<file path="config.mk">
export PLATFORM = sky130hd
export DESIGN_NAME = byte_packer_flat
export DESIGN_NICKNAME = d
export VERILOG_FILES = /design/src/rtl/byte_packer_if.sv /design/src/rtl/byte_packer.sv /design/src/flat_wrapper.sv
export SDC_FILE = /design/constraint.sdc
export NUM_CORES = 1
export LEC_CHECK = 0
export ABC_AREA = 0
export CAP_MARGIN = 30
export CORE_MARGIN = 10
export CORE_UTILIZATION = 30
export CTS_BUF_LIST = sky130_fd_sc_hd__clkbuf_8
export CTS_CLUSTER_DIAMETER = 100
export DETAILED_ROUTE_END_ITERATION = 8
export GPL_TIMING_DRIVEN = 1
export PLACE_DENSITY = 0.6
export REMOVE_ABC_BUFFERS = 1
export SLEW_MARGIN = 20
export SYNTH_ARGS = -nofsm -noshare
export SYNTH_HDL_FRONTEND = slang
export SYNTH_SLANG_ARGS = --single-unit
</file>
<file path="constraint.sdc">
create_clock -name i_clk -period 1.57 [get_ports i_clk]
set_input_delay 0.157 -clock i_clk [delete_from_list [all_inputs] [get_ports i_clk]]
set_output_delay 0.157 -clock i_clk [all_outputs]
set_load 0.02 [all_outputs]
</file>
<file path="src/rtl/byte_packer_if.sv">
// Byte-in / word-out handshake bundle for byte_packer: upstream byte stream
// plus the downstream FIFO write port.
interface byte_packer_if #(
  parameter int D_WD = 16,
  parameter int B_WD = 8
);
  logic            i_valid;
  logic [B_WD-1:0] i_byte;
  logic            o_ready;
  logic            i_flush;
  logic            i_full;
  logic            o_write;
  logic [D_WD-1:0] o_data;

  // environment side: byte source and FIFO
  modport master (
    output i_valid, i_byte, i_flush, i_full,
    input  o_ready, o_write, o_data
  );

  // packer side
  modport slave (
    input  i_valid, i_byte, i_flush, i_full,
    output o_ready, o_write, o_data
  );
endinterface

</file>
<file path="src/rtl/byte_packer.sv">
// Packs B_WD-bit bytes LSB-first into D_WD-bit words and hands them to a FIFO,
// with zero-padded flush of partial words and a one-word holding register.
module byte_packer #(
  parameter int D_WD = 16,
  parameter int B_WD = 8
) (
  input  logic         i_clk,
  input  logic         i_rst,
  byte_packer_if.slave bus,
  output logic         o_partial,
  output logic [15:0]  o_word_cnt
);
  localparam int RATIO = D_WD / B_WD;
  localparam int CW    = $clog2(RATIO);

  typedef enum logic {FILL, HOLD} state_t;

  state_t                       state;
  logic [RATIO-1:0][B_WD-1:0]   r_acc;
  logic [RATIO-1:0][B_WD-1:0]   acc_nxt;
  logic [CW-1:0]                r_cnt;
  logic [D_WD-1:0]              r_word;
  logic                         accept;
  logic                         flush_ok;
  logic                         complete;
  logic                         do_flush;
  logic                         load;

  assign bus.o_ready = ~i_rst & ((state == FILL) | ~bus.i_full);
  assign bus.o_write = ~i_rst & (state == HOLD) & ~bus.i_full;
  assign bus.o_data  = r_word;
  assign o_partial   = (r_cnt != '0);

  assign accept   = bus.i_valid & bus.o_ready;
  assign flush_ok = bus.i_flush & bus.o_ready;
  assign complete = accept & (r_cnt == CW'(RATIO-1));
  assign do_flush = flush_ok & ~complete & (accept | (r_cnt != '0));
  assign load     = complete | do_flush;

  // Slots at and above r_cnt are always zero (r_acc is cleared on every load),
  // so acc_nxt is already zero-padded when a flush closes a partial word.
  for (genvar s = 0; s < RATIO; s++) begin : g_slot
    assign acc_nxt[s] = (accept && (r_cnt == CW'(s))) ? bus.i_byte : r_acc[s];
  end

  always_ff @(posedge i_clk) begin
    if (i_rst) begin
      state      <= FILL;
      r_acc      <= '0;
      r_cnt      <= '0;
      r_word     <= '0;
      o_word_cnt <= '0;
    end else begin
      if (bus.o_write) o_word_cnt <= o_word_cnt + 16'd1;
      if (load) begin
        // a new word may replace the one being written this same cycle
        r_word <= acc_nxt;
        r_acc  <= '0;
        r_cnt  <= '0;
        state  <= HOLD;
      end else begin
        if (accept) begin
          r_acc <= acc_nxt;
          r_cnt <= r_cnt + CW'(1);
        end
        if (bus.o_write) state <= FILL;
      end
    end
  end
endmodule

</file>
<file path="src/flat_wrapper.sv">
// flat-port wrapper written by rule: the top's interface ports become plain ports
module byte_packer_flat 
#(
  parameter int D_WD = 16,
  parameter int B_WD = 8
)
  (i_clk, i_rst, o_partial, o_word_cnt, bus_i_valid, bus_i_byte, bus_i_flush, bus_i_full, bus_o_ready, bus_o_write, bus_o_data);
  byte_packer_if #(.D_WD(D_WD), .B_WD(B_WD)) bus_i ();
  input  logic i_clk;
  input  logic i_rst;
  output logic o_partial;
  output logic [15:0] o_word_cnt;
  input wire logic [$bits(bus_i.i_valid)-1:0] bus_i_valid;
  input wire logic [$bits(bus_i.i_byte)-1:0] bus_i_byte;
  input wire logic [$bits(bus_i.i_flush)-1:0] bus_i_flush;
  input wire logic [$bits(bus_i.i_full)-1:0] bus_i_full;
  output wire logic [$bits(bus_i.o_ready)-1:0] bus_o_ready;
  output wire logic [$bits(bus_i.o_write)-1:0] bus_o_write;
  output wire logic [$bits(bus_i.o_data)-1:0] bus_o_data;
  assign bus_i.i_valid = bus_i_valid;
  assign bus_i.i_byte = bus_i_byte;
  assign bus_i.i_flush = bus_i_flush;
  assign bus_i.i_full = bus_i_full;
  assign bus_o_ready = bus_i.o_ready;
  assign bus_o_write = bus_i.o_write;
  assign bus_o_data = bus_i.o_data;
  byte_packer #(.D_WD(D_WD), .B_WD(B_WD)) u_core (.i_clk(i_clk), .i_rst(i_rst), .bus(bus_i), .o_partial(o_partial), .o_word_cnt(o_word_cnt));
endmodule
</file>
# Word level (Yosys, flattened, before mapping)
# Cells that the tools add are included.
[totals]
reg_bits = 50
latch_bits = 0
mem_bits_rw = 0
romBits = 0
inputBits = 13
output_inout_bits = 35
elab_cells = 32
mem_count = 0
[op_classes]
addsub = 2
multipliers = 0
div = 0
magnitude_cmp = 0
eq_ne = 0
shift = 0
n_mux = 4
bitwise_logic = 16
n_reduce_logical = 4
[ops]
columns = ["op", "n"]
rows = [
  ["16-bit by 1-bit adder with 16-bit output, second input constant", 1],
  ["8-bit two-way mux", 2],
  ["1-bit AND", 8],
  ["1-bit inverter", 5],
  ["1-bit OR", 3],
  ["1-bit logical AND", 2],
  ["1-bit two-way mux", 2],
  ["2-bit nonzero test", 1],
  ["2-bit OR reduction", 1],
  ["1-bit adder, second input constant", 1],
]

# Longest topological paths before layout
[depth]
depth_word = 10
depth_mapped = 7
depth_no_buf = 5

# Worst setup path after synthesis
# Ideal clock, no wire load.
[synth_path]
path_kind = "register to register"
start = "register u_core.r_cnt (netlist: u_core.o_partial)"
end = "register u_core.r_word[7] (netlist: u_core.bus.o_data[7])"
setup_time_ps = 91
arrival_time_ps = 1470
required_ps = 1479
setup_slack_ps = 9
stages_incl_launch_ff = 7
path_buffers = 2
period_less_slack_ps = 1561
path_cell_list = "dfxtp_1 > buf_4 > o21ai_0 > a21oi_2 > buf_2 > nor2_1 > a311oi_1"
[synth_via]
elab_chain_cells = 5
word_cells_on_any_way = 9
classes_between = "mux: 1; bitwise: 7; reduce/logical: 1"
[synth_rtl]
columns = ["item", "line", "source"]
rows = [
  ["from (decl)", "byte_packer.sv:21", "logic [CW-1:0] r_cnt;"],
  ["from (signal assigned)", "byte_packer.sv:64", "r_cnt <= r_cnt + CW'(1);"],
  ["1-bit AND", "byte_packer.sv:36", "assign complete = accept & (r_cnt == CW'(RATIO-1));"],
  ["1-bit inverter", "byte_packer.sv:37", "assign do_flush = flush_ok & ~complete & (accept | (r_cnt != '0));"],
  ["1-bit AND (2 in a row)", "byte_packer.sv:37", ""],
  ["1-bit OR", "byte_packer.sv:38", "assign load = complete | do_flush;"],
  ["to (signal assigned)", "byte_packer.sv:57", "r_word <= acc_nxt;"],
  ["to (decl)", "byte_packer.sv:22", "logic [D_WD-1:0] r_word;"],
]
# Parallel ways exist; a longest one is shown, timed or not.
# A chain may end at the register's enable or synchronous reset.

# Worst setup path in the final report
[layout_path]
start = "register u_core.o_word_cnt[8]"
end = "output port o_word_cnt[8]"
[layout_rtl]
columns = ["item", "line", "source"]
rows = [
  ["from (decl)", "byte_packer.sv:11", "output logic [15:0] o_word_cnt"],
  ["from (signal assigned)", "byte_packer.sv:54", "if (bus.o_write) o_word_cnt <= o_word_cnt + 16'd1;"],
  ["to (decl)", "flat_wrapper.sv:12", "output logic [15:0] o_word_cnt;"],
]
# No word-level cell between the ends.

==> flow_metrics.tcl <==
set metrics [dict create \
    layout-area-overhead-vs-synth_pct 47.00 \
    routed_wl_mm 5.895 \
    setup-violations-final 0 \
    power_density_mw_per_mm2 856.9 \
    syn-cell-area_sq_mm 0.002063 \
    fin_skew_ns 0.01048 \
    tritoncts.num_buffers 5 \
    post_dp_cell_area_sq_mm 0.002882 \
    unrepaired_setup_endpoints_after_global_routing "true" \
    route.met2.wl_mm 2.894 \
    tightest_slew_ns 0.3139 \
    tritoncts "done" \
    final-hold-violation-count 0 \
    antenna_found_initial 0 \
    antenna-diode-count 0 \
    fin_worst_hold_slack_ns 0.3388 \
    gpl.final_weighted_congestion 0.7994 \
    yosys_warnings 0 \
    synth.mux.area_fraction_pct 0.4851 \
    hold_class "input pin to flip-flop" \
    part_of_the_total_power_dissipated_in_sequential_elements_pct 51.2 \
    grt_start_max_net_pins 16 \
    p_sw_mw 0.6423 \
    drt-initial-drc-count 80 \
    core-area_sq_mm 0.006756 \
    p_int_mw 1.957 \
    power_leakage_nw 1.279 \
    cp_max_fo 3 \
    dieArea_sq_mm 0.01059 \
    grt_pass1_wl_mm 9.535 \
    dp_hpwl_mm 4.434 \
    clk-insertion-delay-late_ns 0.30 \
    finish.net_count 339 \
    cts.root.buffer_cell "clkbuf_8" \
    arrival_time_at_the_worst_endpoint_ns 1.35 \
    vdd_drop_max_mv 0.5546 \
    nFillCells 676 \
    yosysSeqAreaShare_pct 48.51 \
    grtUsageTotal_pct 11.32 \
    portBuffers 47 \
    syn-instance-count 243 \
    p_clk_share_pct 34.3 \
    route.antenna.remaining_nets 0 \
    drt-wirelength-per-cell_um 14.52 \
    synth-xor-area-share_pct 3.820 \
    yosysTopAreaCell "dfxtp_1" \
    firstDrtPassIters 4 \
    drt-met1-wl_mm 2.639 \
    outcome "completed" \
    clock_tree.buffer_depth 2 \
    worst-setup-path-type "flip-flop to output port" \
    grt_remaining_overflow 0 \
    setup.worst_path.start_class "flip-flop" \
    syn_avg_cell_area_sq_um 8.491 \
    synth_enable_flop_cells 0 \
    yosys.area_share.simple_pct 21.47 \
    timing.critical_path.to_type "output port" \
    asyncSetResetFlopFracSynth_pct 0 \
    required_ns 1.41 \
    clock.fmax_mhz 662.5 \
    maxCapViolations 0 \
    synth_top_cells_by_area "dfxtp_1 (49%), nand2_1 (8.7%), a21oi_1 (7.5%)" \
    routed-via-count 2023 \
    synth-main-ff-cell "dfxtp_1" \
    synth_largest_type_area_fraction_pct 48.51 \
    floorplan.rows 30 \
    switching_share_pct 24.71 \
    combinational_family_with_the_most_area_after_synthesis "compound AO/OA/AOI/OAI gates" \
    remaining_drc_errors 0 \
    final_layout_size_suffix_gt1_share_pct 16.87 \
    min_period_ns 1.510 \
    htree_num_levels 2 \
    fin_crit_sh_pct 96.15 \
    slew_headroom_pct 78.92 \
    final_design_area_no_fill_sq_mm 0.003033 \
    io_pins 48 \
    viasPerCell 4.983 \
    first_global_vias 2020 \
    met3_wirelength_um 336 \
    clk_transition_reported_paths_ns 0.08 \
    die_x_um 102.9 \
    synth_compound_gate_area_share_pct 21.59 \
    post_synth_fa_ha_maj_area_fraction_pct 0.6064 \
    totalNegativeSetupSlack_ns 0 \
    floorplan.die.height_um 102.9 \
    maxUsedRoutingLayer "met4" \
    final_max_slew_viol_count 0 \
    floorplan.initialDensity_pct 30.54 \
    cts_num_sinks 50 \
    comb_power_share_pct 14.5 \
    ys_types 36 \
    synth.ff_latch_count 50 \
]
[cells in the final DEF, fill, tap and decap left out, types with 3 or more instances in the layout]
cell,count
dfxtp_1,49
nand2_1,48
buf_4,39
clkdlybuf4s50_1,34
a21oi_1,31
o21ai_0,21
nor2_1,20
dlymetal6s2s_1,9
o22ai_1,8
a311oi_1,8
xnor2_1,5
nand4_1,5
clkbuf_8,5
xor2_1,4
inv_1,3
or3_1,3
nand3_1,3
dlygate4sd2_1,3
[metal layers]
| layer | vias up | global-route usage, % |
|---|---|---|
| met3 | 2 | 4.088 |
| met2 | 43 | 19.60 |
| met1 | 949 | 12.98 |
| met5 | - | 0 |
| met4 | 0 | 2.567 |
| li1 | 1029 | - |
[synthesized netlist by cell type, types with 3 or more instances]
cell      number
dfxtp_1       50
nand2_1       48
a21oi_1       31
o21ai_0       22
nor2_1        20
a311oi_1       8
o22ai_1        8
buf_2          7
nand4_1        5
xnor2_1        5
xor2_1         4
clkbuf_1       3
nand3_1        3
or3_1          3
[critical path: stages, from the launching register on]
cell and delay [ns]:
dfxtp_1 0.33, buf_4 0.12, clkdlybuf4s50_1 0.60
[path summary, 6_finish.rpt]
check	startpoint	endpoint	slack, ns	depth (start not counted)
setup / recovery	u_core.o_word_cnt[8]	o_word_cnt[8]	0.06	2
setup reg to reg	u_core.state	u_core.o_word_cnt[12]	0.13	5
hold / removal	i_rst	u_core.o_word_cnt[2]	0.34	3
hold reg to reg	u_core.r_acc[9]	u_core.r_acc[9]	0.46	2
[sequential cells by signal (all words and copies together), names as in the netlist]
| signal | flops |
|---|---|
| u_core.r_acc | 16 |
| u_core.o_word_cnt | 16 |
| u_core.state | 1 |
| u_core.bus.o_data | 16 |
| u_core.o_partial | 1 |
[final cells by class]
| class | instances | area, sq um | share of cell area [%] |
|---|---|---|---|
| flip-flops and latches | 50 | 1002 | 33.04 |
| clock buffers | 5 | 68.82 | 2.269 |
| well taps | 80 | 100.1 | 3.300 |
| inverters | 2 | 7.507 | 0.2475 |
| repair buffers | 87 | 802.0 | 26.44 |
| clock inverters | 3 | 41.29 | 1.361 |
| multi-input cells | 179 | 1011 | 33.33 |
[cell families after synthesis]
family	Yosys count
compound gates	76
fa+ha+maj	1
xor+xnor	9
flops	50
buf+inv	14
mux	1
simple gates	92
[power groups by stage]
stage	Combinational, mW	Clock [mW]	Sequential (mW)
detailed placement	0.378	0	1.36
floorplan	0.118	0	1.40
finish	0.377	0.891	1.33
global placement	0.378	0	1.36
global route	0.411	0.974	1.34
CTS	0.377	0.915	1.33
[timing repair]
item	CTS	global route
setup endpoints to repair	5	22
gates resized for setup	5	16
gates cloned	0	0
hold buffers	0	0
setup buffers	0	0
[per-stage QoR]
step / worst slack (ns) / total power [mW] / cells / util [%]
floorplan: -0.08195 / 1.513 / 231 / -
global placement: -0.2932 / 1.738 / 398 / 42.65
detailed placement: -0.3127 / 1.738 / 398 / 42.65
CTS: 0.003949 / 2.623 / 406 / 44.20
global route: -0.02331 / 2.722 / 406 / 44.89
finish: 0.06046 / 2.599 / 406 / 44.89
Note: power is estimated with default switching activity, not from simulation.
